--- src/rtl/morse_char_sequencer.sv ---
// morse_char_sequencer
// Looks up one character in the external 16-entry Morse code table mux and
// plays it on the tone line as timed dots and dashes. The trailing
// inter-character gap is part of the character.
//
// Ports:
//   clk       system clock, rising edge
//   rst       synchronous active-high reset
//   start     request to send one character (honoured only when idle)
//   char_sel  character index, captured together with start
//   mux_sel   registered select to the code-table mux
//   mux_code  combinational code from the mux (1 = dash, 0 = dot, MSB first)
//   tone      registered key output, 1 during a mark
//   busy      high from LOAD through DONE
//   done      one-cycle pulse in the DONE cycle
module morse_char_sequencer #(
    parameter int unsigned UNIT_CYCLES = 4,
    parameter int unsigned CODE_W      = 5,
    parameter int unsigned SEL_W       = 4
) (
    input  logic              clk,
    input  logic              rst,
    input  logic              start,
    input  logic [SEL_W-1:0]  char_sel,
    output logic [SEL_W-1:0]  mux_sel,
    input  logic [CODE_W-1:0] mux_code,
    output logic              tone,
    output logic              busy,
    output logic              done
);

    localparam int unsigned TIMER_W = $clog2(3 * UNIT_CYCLES + 1);
    localparam int unsigned CNT_W   = $clog2(CODE_W + 1);

    // Timer holds "cycles remaining minus one", so a state lasts load+1 cycles.
    localparam logic [TIMER_W-1:0] UNIT_LOAD  = TIMER_W'(UNIT_CYCLES - 1);
    localparam logic [TIMER_W-1:0] TRIPLE_LOAD = TIMER_W'(3 * UNIT_CYCLES - 1);

    typedef enum logic [2:0] {
        IDLE  = 3'd0,
        LOAD  = 3'd1,
        MARK  = 3'd2,
        SPACE = 3'd3,
        GAP   = 3'd4,
        DONE  = 3'd5
    } state_t;

    state_t             state, state_next;
    logic [CODE_W-1:0]  shreg, shreg_next;
    logic [CNT_W-1:0]   count, count_next;
    logic [TIMER_W-1:0] timer, timer_next;
    logic [SEL_W-1:0]   mux_sel_next;
    logic               tone_next;
    logic               busy_next;
    logic               done_next;

    // State and registered outputs
    always_ff @(posedge clk) begin
        if (rst) begin
            state   <= IDLE;
            shreg   <= '0;
            count   <= '0;
            timer   <= '0;
            mux_sel <= '0;
            tone    <= 1'b0;
            busy    <= 1'b0;
            done    <= 1'b0;
        end else begin
            state   <= state_next;
            shreg   <= shreg_next;
            count   <= count_next;
            timer   <= timer_next;
            mux_sel <= mux_sel_next;
            tone    <= tone_next;
            busy    <= busy_next;
            done    <= done_next;
        end
    end

    // Next-state and next-output logic; tone/done are computed for the state
    // being entered so the registered outputs line up with the state.
    always_comb begin
        state_next   = state;
        shreg_next   = shreg;
        count_next   = count;
        timer_next   = timer;
        mux_sel_next = mux_sel;
        tone_next    = 1'b0;
        busy_next    = busy;
        done_next    = 1'b0;

        case (state)
            IDLE: begin
                if (start) begin
                    state_next   = LOAD;
                    mux_sel_next = char_sel;
                    busy_next    = 1'b1;
                end
            end

            LOAD: begin
                // Only cycle in which mux_code is looked at.
                shreg_next = mux_code;
                count_next = CNT_W'(CODE_W);
                state_next = MARK;
                tone_next  = 1'b1;
                timer_next = mux_code[CODE_W-1] ? TRIPLE_LOAD : UNIT_LOAD;
            end

            MARK: begin
                tone_next = 1'b1;
                if (timer == '0) begin
                    shreg_next = shreg << 1;
                    count_next = count - CNT_W'(1);
                    tone_next  = 1'b0;
                    if (count_next != '0) begin
                        state_next = SPACE;
                        timer_next = UNIT_LOAD;
                    end else begin
                        state_next = GAP;
                        timer_next = TRIPLE_LOAD;
                    end
                end else begin
                    timer_next = timer - TIMER_W'(1);
                end
            end

            SPACE: begin
                if (timer == '0) begin
                    state_next = MARK;
                    tone_next  = 1'b1;
                    timer_next = shreg[CODE_W-1] ? TRIPLE_LOAD : UNIT_LOAD;
                end else begin
                    timer_next = timer - TIMER_W'(1);
                end
            end

            GAP: begin
                if (timer == '0) begin
                    state_next = DONE;
                    done_next  = 1'b1;
                end else begin
                    timer_next = timer - TIMER_W'(1);
                end
            end

            DONE: begin
                // start is not looked at here; a held start retriggers from IDLE.
                state_next = IDLE;
                busy_next  = 1'b0;
            end

            default: begin
                state_next = IDLE;
                busy_next  = 1'b0;
            end
        endcase
    end

endmodule

--- config.mk ---
export PLATFORM = sky130hd
export DESIGN_NAME = morse_char_sequencer
export DESIGN_NICKNAME = d
export VERILOG_FILES = /design/src/rtl/morse_char_sequencer.sv
export SDC_FILE = /design/constraint.sdc
export NUM_CORES = 1
export LEC_CHECK = 0
export ABC_AREA = 1
export BUFFER_PORTS_ARGS = -buffer_cell sky130_fd_sc_hd__buf_2
export CORE_MARGIN = 4
export CORE_UTILIZATION = 40
export CTS_CLUSTER_DIAMETER = 40
export DETAILED_ROUTE_END_ITERATION = 8
export PLACE_DENSITY = 0.63
export SYNTH_ARGS = -nofsm -noshare
export SYNTH_HDL_FRONTEND = slang
export SYNTH_SLANG_ARGS = --single-unit
--- constraint.sdc ---
create_clock -name clk -period 1.55 [get_ports clk]
set_input_delay 0.31 -clock clk [delete_from_list [all_inputs] [get_ports clk]]
set_output_delay 0.31 -clock clk [all_outputs]
set_load 0.1 [all_outputs]
; ---- Yosys cells after proc, flatten, opt, wreduce, memory -nomap -nowiden
; Index checks and enable logic that the tools add are counted.
[op_classes]
eq_ne = 9
muxes = 22
n_reduce_logical = 12
bitwise_logic = 2
n_addsub = 2
[op_table]
columns = cell, n
row1 = 4-bit two-way mux, 6
row2 = 3-bit two-way mux, 6
row3 = 4-bit case mux with 4 select lines, 1
row4 = 3-bit case mux with 5 select lines, 1
row5 = 2-bit inequality test (second input constant), 5
row6 = 5-bit case mux with 2 select lines, 1
row7 = 2-bit AND reduction, 4
row8 = 3-bit by 2-bit == test with 1-bit output (second input constant), 2
row9 = 3-bit case mux with 2 select lines, 1
row10 = 5-bit two-way mux, 1
row11 = 4-bit zero test, 1
row12 = 4-bit AND reduction, 1
row13 = 4-bit nonzero test, 1
row14 = 4-bit OR reduction, 1
row15 = 4-bit by 1-bit subtractor with 4-bit output (second input constant), 1
row16 = 3-bit by 1-bit == test with 1-bit output (second input constant), 1
row17 = 3-bit == test (second input constant), 1
row18 = 3-bit zero test, 1
row19 = 1-bit two-way mux, 3
row20 = 1-bit case mux with 3 select lines, 1
row21 = 3-bit nonzero test, 1
row22 = 3-bit by 1-bit subtractor with 3-bit output (second input constant), 1
row23 = 1-bit inverter, 2
row24 = 1-bit case mux with 2 select lines, 1
row25 = 2 further kinds, 2
[totals]
word_cells = 55
ff_bits = 22
inputBits = 12
out_inout_bits = 7

; ---- Longest topological paths before layout
; Gate-level depths: netlist (run 1).
[depth]
ltp_word = 5
ltp_mapped = 11
ltp_nobuf = 11

; ---- Worst setup path after synthesis (run 1)
; OpenSTA, ideal clock, no wires.
[synth_path]
kind = flip-flop to flip-flop
start = register timer[0]
end = register timer[2]
t_required_ns = 1.433
period_less_slack_ns = 1.364
path_stages_with_launch = 12
n_path_buf = 0
setup_ns = 0.117
setup_slack_ns = 0.186
arrival_time_ns = 1.247
path_cell_list = dfxtp_1 > inv_1 > ha_1 > nand3_1 > inv_1 > nand3_1 > nand2_4 > inv_2 > nand2_1 > nand2_1 > nand2_1 > nor2_1
[synth_between]
elab_chain_len = 3
word_cells_on_any_way = 8
classes_between = 1 x add/sub / 1 x eq/ne / 4 x mux / 2 x reduce/logical
[synth_rtl]
columns = element, line_no
row1 = from (decl), 51  ; logic [TIMER_W-1:0] timer, timer_next;
row2 = from (signal assigned), 72  ; timer <= timer_next;
row3 = 4-bit by 1-bit subtractor with 4-bit output / 4-bit zero test (equally long branches), --
row4 = 4-bit two-way mux (tied with other cells), 139  ; if (timer == '0) begin
row5 = 4-bit case mux with 4 select lines / 2-bit AND reduction (equally long branches), --
; Parallel ways exist; a longest one is shown, timed or not. The select of a mux whose other input is x is not followed.
; A chain may end at the register's enable or synchronous reset.

; ---- Worst setup path after layout (run 1)
[layout_path]
start = register mux_sel[1]
end = output port mux_sel[1]
[layout_lines]
columns = element, line_no
row1 = from (decl), 25  ; output logic [SEL_W-1:0] mux_sel,
row2 = from (signal assigned), 73  ; mux_sel <= mux_sel_next;
; No word-level cell between the ends.

==> reports/qor.json, run 1 <==
{
  "worst-endpoint-required_ns": 1.24,
  "pin_count_of_the_biggest_net_entering_global_routing": 18,
  "report.final.setup_viol": 0,
  "layout-drive-gt1-share_pct": 23.8,
  "io_buffer_count": 18,
  "power_density_nw_per_um2": 2350,
  "r2r_cells": 8,
  "globalRouteMet2Util_pct": 23.9,
  "groute.layer.met3.usage_pct": 3.83,
  "critical_path_arrival_ns": 1.10,
  "cell_count_post_placement": 194,
  "drc": 0,
  "hold_wc_startpoint": "rst",
  "design.die.area_um2": 3660,
  "run_status": "finished clean",
  "grt_first_pass_wirelength_um": 3950,
  "max_slew.worst_pin.slew_ns": 0.480,
  "critical-path-slowest-cell": "buf_2",
  "seq_area_frac_synth_pct": 40.0,
  "hold_viol": 0,
  "diodes": 0,
  "drt-pass1-iter-count": 4,
  "maxSlewViolCount": 0,
  "yosys_warnings": 0,
  "r2r_start": "timer[1]",
  "htreeDepth": 1,
  "critPathMaxStageDelay_ns": 0.43,
  "final_antenna_net_count": 0,
  "path_class": "register to output pin",
  "timing.slew.headroom_pct": 68.0,
  "detail_route.wl_per_cell_um": 11.4,
  "hold-path-endpoint": "timer[3]",
  "via_count": 1002,
  "cts-hold-fix-buffers": 0,
  "endpoint_kind": "output pin",
  "cts_tree": "done",
  "global_route.usage.met1_pct": 18.0,
  "layoutNonFillerInstCount": 198,
  "chipHeight_um": 60.5,
  "worst_hold_path_type": "input port to register",
  "clk_pin_slew_ns": 0.13,
  "number_of_rows_in_the_core_area": 18,
  "avgViaCountPerCell": 5.06,
  "timing.fmax_mhz": 711,
  "syn-instance-count": 148,
  "fin_crit_ns": 1.41,
  "synthesis.area_um2": 1100,
  "grt-busiest-layer": "met2",
  "routed_wl_um": 2250,
  "critical_path.startpoint_type": "register",
  "layout-area-overhead-vs-synth_pct": 16.6,
  "cpLargestDelayFamily": "buffers and inverters",
  "grt_antenna_before_repair": 0,
  "cts_inserted_buffers": 3,
  "start_util_pct": 43.3,
  "netlist-cell-type-count": 22,
  "postSynthNetCount": 164,
  "final.setup.tns_ns": 0,
  "worst_skew_pair.late_latency_ns": 0.31,
  "timing.hold.ws_ns": 0.210,
  "hold_path_depth": 2,
  "first_global_vias": 940,
  "critical_path_peak_fanout": 2,
  "grt_overflow_total": 0,
  "postLayoutCoreUtil_pct": 50.4,
  "reg2reg_slack_ns": 0.15,
  "final_net_count": 185,
  "cts.repair_timing.setup_buffer_count": 0,
  "synth_area_per_cell_um2": 7.44,
  "grt_setup_unrepaired": "false",
  "worst_supply_voltage_drop_on_vdd_mv": 1.44,
  "dp.final_hpwl_um": 1720,
  "leakagePower_nw": 0.598,
  "clkSinkCount": 22,
  "gp_congestion": 0.794,
  "ys_ff_latch": 22,
  "top_level_ports": 19,
  "crit_chain": "buf_2",
  "maximum_count_of_clock_buffers_along_a_single_path": 2,
  "fp.dieW_um": 60.5,
  "fin_crit_share_pct": 90.7,
  "grt_usage_pct": 13.8,
  "cp.buffers_inverters": 1,
  "detailed_router_s_first_iteration_violation_count": 17,
  "ctsRootBufferMaster": "clkbuf_4",
  "max_cap_viol_count": 0,
  "finalClockSkew_ns": 0.00224,
  "placeableCoreArea_um2": 2540,
  "fin_total_pwr_mw": 3.02,
  "capture_instance_of_the_worst_register_to_register_path": "count[2]"
}
## final cells by class
type	count	area [um^2]
Tap cell	30	37.5
Clock inverter	1	30.0
Inverter	23	86.3
Multi-Input combinational cell	101	577
Sequential cell	22	440
Fill cell	275	1260
Clock buffer	3	22.5
Timing Repair Buffer	18	90.1
## synth_stat cells
cell type / n / share of area, %
a21oi_2: 1 / 0.80
dfxtp_1: 22 / 40
inv_2: 3 / 1.0
nor2_8: 1 / 1.8
ha_1: 4 / 4.5
nor2_1: 9 / 3.1
o21ai_0: 16 / 7.3
nand2_4: 4 / 4.1
xnor2_1: 1 / 0.80
a21oi_1: 12 / 5.5
a31oi_1: 5 / 2.8
o21ai_1: 3 / 1.4
nand2_2: 3 / 1.7
clkbuf_1: 1 / 0.34
nand2_1: 28 / 9.5
or2_0: 1 / 0.57
nand4_1: 1 / 0.57
o21ai_2: 1 / 0.80
nand3_1: 10 / 4.5
nor2_4: 1 / 1.0
inv_1: 20 / 6.8
buf_6: 1 / 1.0
## what timing repair did
| action | in CTS | in global routing |
|---|---|---|
| resized for setup | 1 | 4 |
| pin swaps | 0 | 1 |
| endpoints found under the setup margin | 1 | 11 |
## worst reg2reg max path: cells and delay by family (launching register included)
family / cells / cell delay, ns
buf+inv: 2 / 0.24
simple gates: 3 / 0.36
fa+ha+maj: 1 / 0.15
flops: 1 / 0.33
compound gates: 2 / 0.25
## report_power, final
part	switching, mW	internal (mW)
Clock	0.185	0.262
Sequential	0.159	0.783
Combinational	1.16	0.476
## flip-flops by register name, indices dropped and copies added, names as in the netlist
name     count
shreg        5
state        3
tone         1
count        3
timer        4
mux_sel      4
done         1
busy         1
## kinds of logic (layout without fill, tap and decap cells)
kind of cell               after synthesis  in the layout  synth area share, %
AOI/OAI and AO/OA                       38             38                 18.5
and+or+nand+nor                         58             58                 26.9
buffers and inverters                   25             45                 9.20
adders and majority gates                4              4                 4.55
xor gates and xnor gates                 1              1                0.796
DFF                                     22             22                 40.0
## cells in the final DEF, fill, tap and decap left out, types with 2 or more instances in the layout
master,instances
inv_1,18
nor2_1,9
ha_1,4
nand3_1,9
nand2_4,5
nand2_2,2
buf_2,18
clkbuf_4,3
a31oi_1,5
a21oi_1,12
o21ai_0,16
inv_2,5
o21ai_1,3
nand2_1,28
dfxtp_1,22
## how the worst max path moves through the flow
stage	startpoint	to	slack (ns)	cells past startpoint
after floorplan	timer[0]	timer[2]	0.19	11
after global placement	timer[0]	timer[2]	0.07	11
after detailed placement	timer[0]	timer[2]	-0.001	11
after CTS	timer[0]	timer[2]	0.03	11
after global routing	state[0]	timer[3]	0.0003	6
final	mux_sel[1]	mux_sel[1]	0.14	1
## layer usage
metal	up-vias	share of wire (%)
met5	-	0
met4	0	0.27
met3	2	6.3
met2	23	45
met1	455	48
li1	522	-
## through the flow
step | cell area [um^2] | setup slack, ns
after global placement | 1210 | 0.0729
after floorplan | 1100 | 0.186
after global routing | 1280 | 0.000277
after CTS | 1270 | 0.0347
after detailed placement | 1210 | -0.00116
final | 1280 | 0.144
(Power assumes the default switching activity.)
==> run 2, diff against run 1 <==
--- a/config.mk
+++ b/config.mk
@@ -6,12 +6,12 @@
 export NUM_CORES = 1
 export LEC_CHECK = 0
 export ABC_AREA = 1
-export BUFFER_PORTS_ARGS = -buffer_cell sky130_fd_sc_hd__buf_2
 export CORE_MARGIN = 4
 export CORE_UTILIZATION = 40
 export CTS_CLUSTER_DIAMETER = 40
 export DETAILED_ROUTE_END_ITERATION = 8
-export PLACE_DENSITY = 0.63
+export DONT_BUFFER_PORTS = 1
+export PLACE_DENSITY = 0.57
 export SYNTH_ARGS = -nofsm -noshare
 export SYNTH_HDL_FRONTEND = slang
 export SYNTH_SLANG_ARGS = --single-unit
==> run 2 against run 1 <==
Compared with the run above: combinational power barely moved; global-route usage fell by 1.1 points; first-iteration DRC count rose by 53%; largest cell class unchanged; largest power group unchanged.
==> reports/qor.json, run 2 (synthesis gave the netlist of run 1 again) <==
{
  "drc": 0,
  "layoutNonFillerInstCount": 189,
  "largest_register_ffs": 5,
  "cts_tree": "done",
  "report.final.setup_viol": 0,
  "grt_overflow_total": 0,
  "design.die.area_um2": 3660,
  "registers.top_by_ff_count": "shreg",
  "final_antenna_net_count": 0,
  "clkSinkCount": 22,
  "via_count": 924,
  "critical_path.startpoint_type": "register",
  "final_net_count": 176,
  "worst_supply_voltage_drop_on_vdd_mv": 1.38,
  "power_density_nw_per_um2": 2390,
  "endpoint_kind": "register",
  "critical_path_peak_fanout": 6,
  "layout-drive-gt1-share_pct": 18.9,
  "cpLargestDelayFamily": "simple AND/OR/NAND/NOR gates",
  "pin_count_of_the_biggest_net_entering_global_routing": 18,
  "critical-path-slowest-cell": "dfxtp_1",
  "fin_crit_share_pct": 92.1,
  "fin_total_pwr_mw": 3.02,
  "critical_path_arrival_ns": 1.68,
  "leakagePower_nw": 0.566,
  "diodes": 0,
  "grt_usage_pct": 12.7,
  "path_class": "register to register",
  "fp.dieW_um": 60.5,
  "io_buffer_count": 0,
  "detailed_router_s_first_iteration_violation_count": 26,
  "multi_input_comb_area_um2": 577,
  "critPathMaxStageDelay_ns": 0.56,
  "number_of_rows_in_the_core_area": 18,
  "worst-endpoint-required_ns": 1.80,
  "timing.hold.ws_ns": 0.0509,
  "avgViaCountPerCell": 4.89,
  "first_global_vias": 861,
  "start_util_pct": 43.3,
  "max_cap_viol_count": 0,
  "routed_wl_um": 2110,
  "leading_cell_type_in_the_layout_fill_and_taps_excluded": "nand2_1",
  "most-common-layout-cells": "28 x nand2_1, 22 x dfxtp_1, 19 x inv_1",
  "gp_congestion": 0.803,
  "filler_cell_count": 256,
  "maxSlewViolCount": 0,
  "worst_hold_path_type": "input port to register",
  "fin_ws_ns": 0.123,
  "top_level_ports": 19,
  "layout_top_registers": "shreg: 5 flops, mux_sel: 4 flops, timer: 4 flops",
  "place_worst_setup_slack_ns": 0.0517,
  "crit_chain": "nand3_1 -> nand2_2 -> nand2_4 -> nor2_1 -> nand2_1 -> a21oi_2",
  "drt-pass1-iter-count": 4,
  "postLayoutCoreUtil_pct": 49.6,
  "dp.final_hpwl_um": 1610,
  "htreeDepth": 1,
  "timing.fmax_mhz": 701,
  "cell_count_post_placement": 185,
  "cp.buffers_inverters": 0,
  "cts_inserted_buffers": 3,
  "worst_skew_pair.late_latency_ns": 0.31,
  "chipHeight_um": 60.5,
  "run_status": "finished clean",
  "clk_pin_slew_ns": 0.13,
  "grt_antenna_before_repair": 0,
  "maximum_count_of_clock_buffers_along_a_single_path": 2,
  "regArea_um2": 440,
  "layout-area-overhead-vs-synth_pct": 14.5,
  "fin_crit_ns": 1.43,
  "detail_route.wl_per_cell_um": 11.2,
  "max_slew.worst_pin.slew_ns": 0.456,
  "cts.repair_timing.setup_buffer_count": 0,
  "finalClockSkew_ns": 0.0108,
  "hold_viol": 0,
  "ctsRootBufferMaster": "clkbuf_4",
  "timing.slew.headroom_pct": 69.5,
  "placeableCoreArea_um2": 2540,
  "grt_first_pass_wirelength_um": 3640
}
-- run 2: changes by cell type in the layout (fill, tap and decap cells not counted), sizes merged --
cell | before | now
buf | 18 | 9
-- run 2: worst register-to-register path, stage by stage, from the launching register on --
cell and delay (ns):
dfxtp_1 0.56, nand3_1 0.26, nand2_2 0.18, nand2_4 0.08
nor2_1 0.10, nand2_1 0.07, a21oi_2 0.11
-- run 2: per-layer routing --
layer / vias up / GRT usage, % / share of wire [%]
li1: 502 / - / -
met5: - / 0 / 0
met3: 2 / 4.26 / 6.2
met1: 400 / 17.5 / 48
met2: 20 / 20.5 / 45
met4: 0 / 0.929 / 0.47
-- run 2: metrics by stage --
stage	cell area, um^2	setup TNS, ns
floorplan	1100	0
global placement	1190	0
detailed placement	1190	0
CTS	1240	0
global route	1260	-0.00382
finish	1260	0
-- run 2: where the power goes --
group / switching (mW) / total (mW) / internal (mW)
logic: 1.14 / 1.64 / 0.501
registers: 0.152 / 0.935 / 0.782
clock network: 0.178 / 0.439 / 0.261
total: 1.47 / 3.02 / 1.54
-- run 2: worst paths after layout --
kind	slack [ns]	start	cells after the start	to
hold reg to reg	0.46	mux_sel[1]	2	mux_sel[1]
hold / removal	0.05	rst	1	timer[3]
setup / recovery	0.12	state[0]	6	timer[3]
setup reg to reg	0.12	state[0]	6	timer[3]
-- run 2: final cells by class --
class                           instances  area share, %
Clock buffer                            3           1.79
Timing Repair Buffer                    9           5.36
Inverter                               23           6.85
Sequential cell                        22           34.9
Tap cell                               30           2.98
Multi-Input combinational cell        101           45.7
Clock inverter                          1           2.38
-- run 2: what timing repair did --
action	CTS	global route
resized for setup	0	4
setup endpoints to repair	0	11
hold buffers	0	0
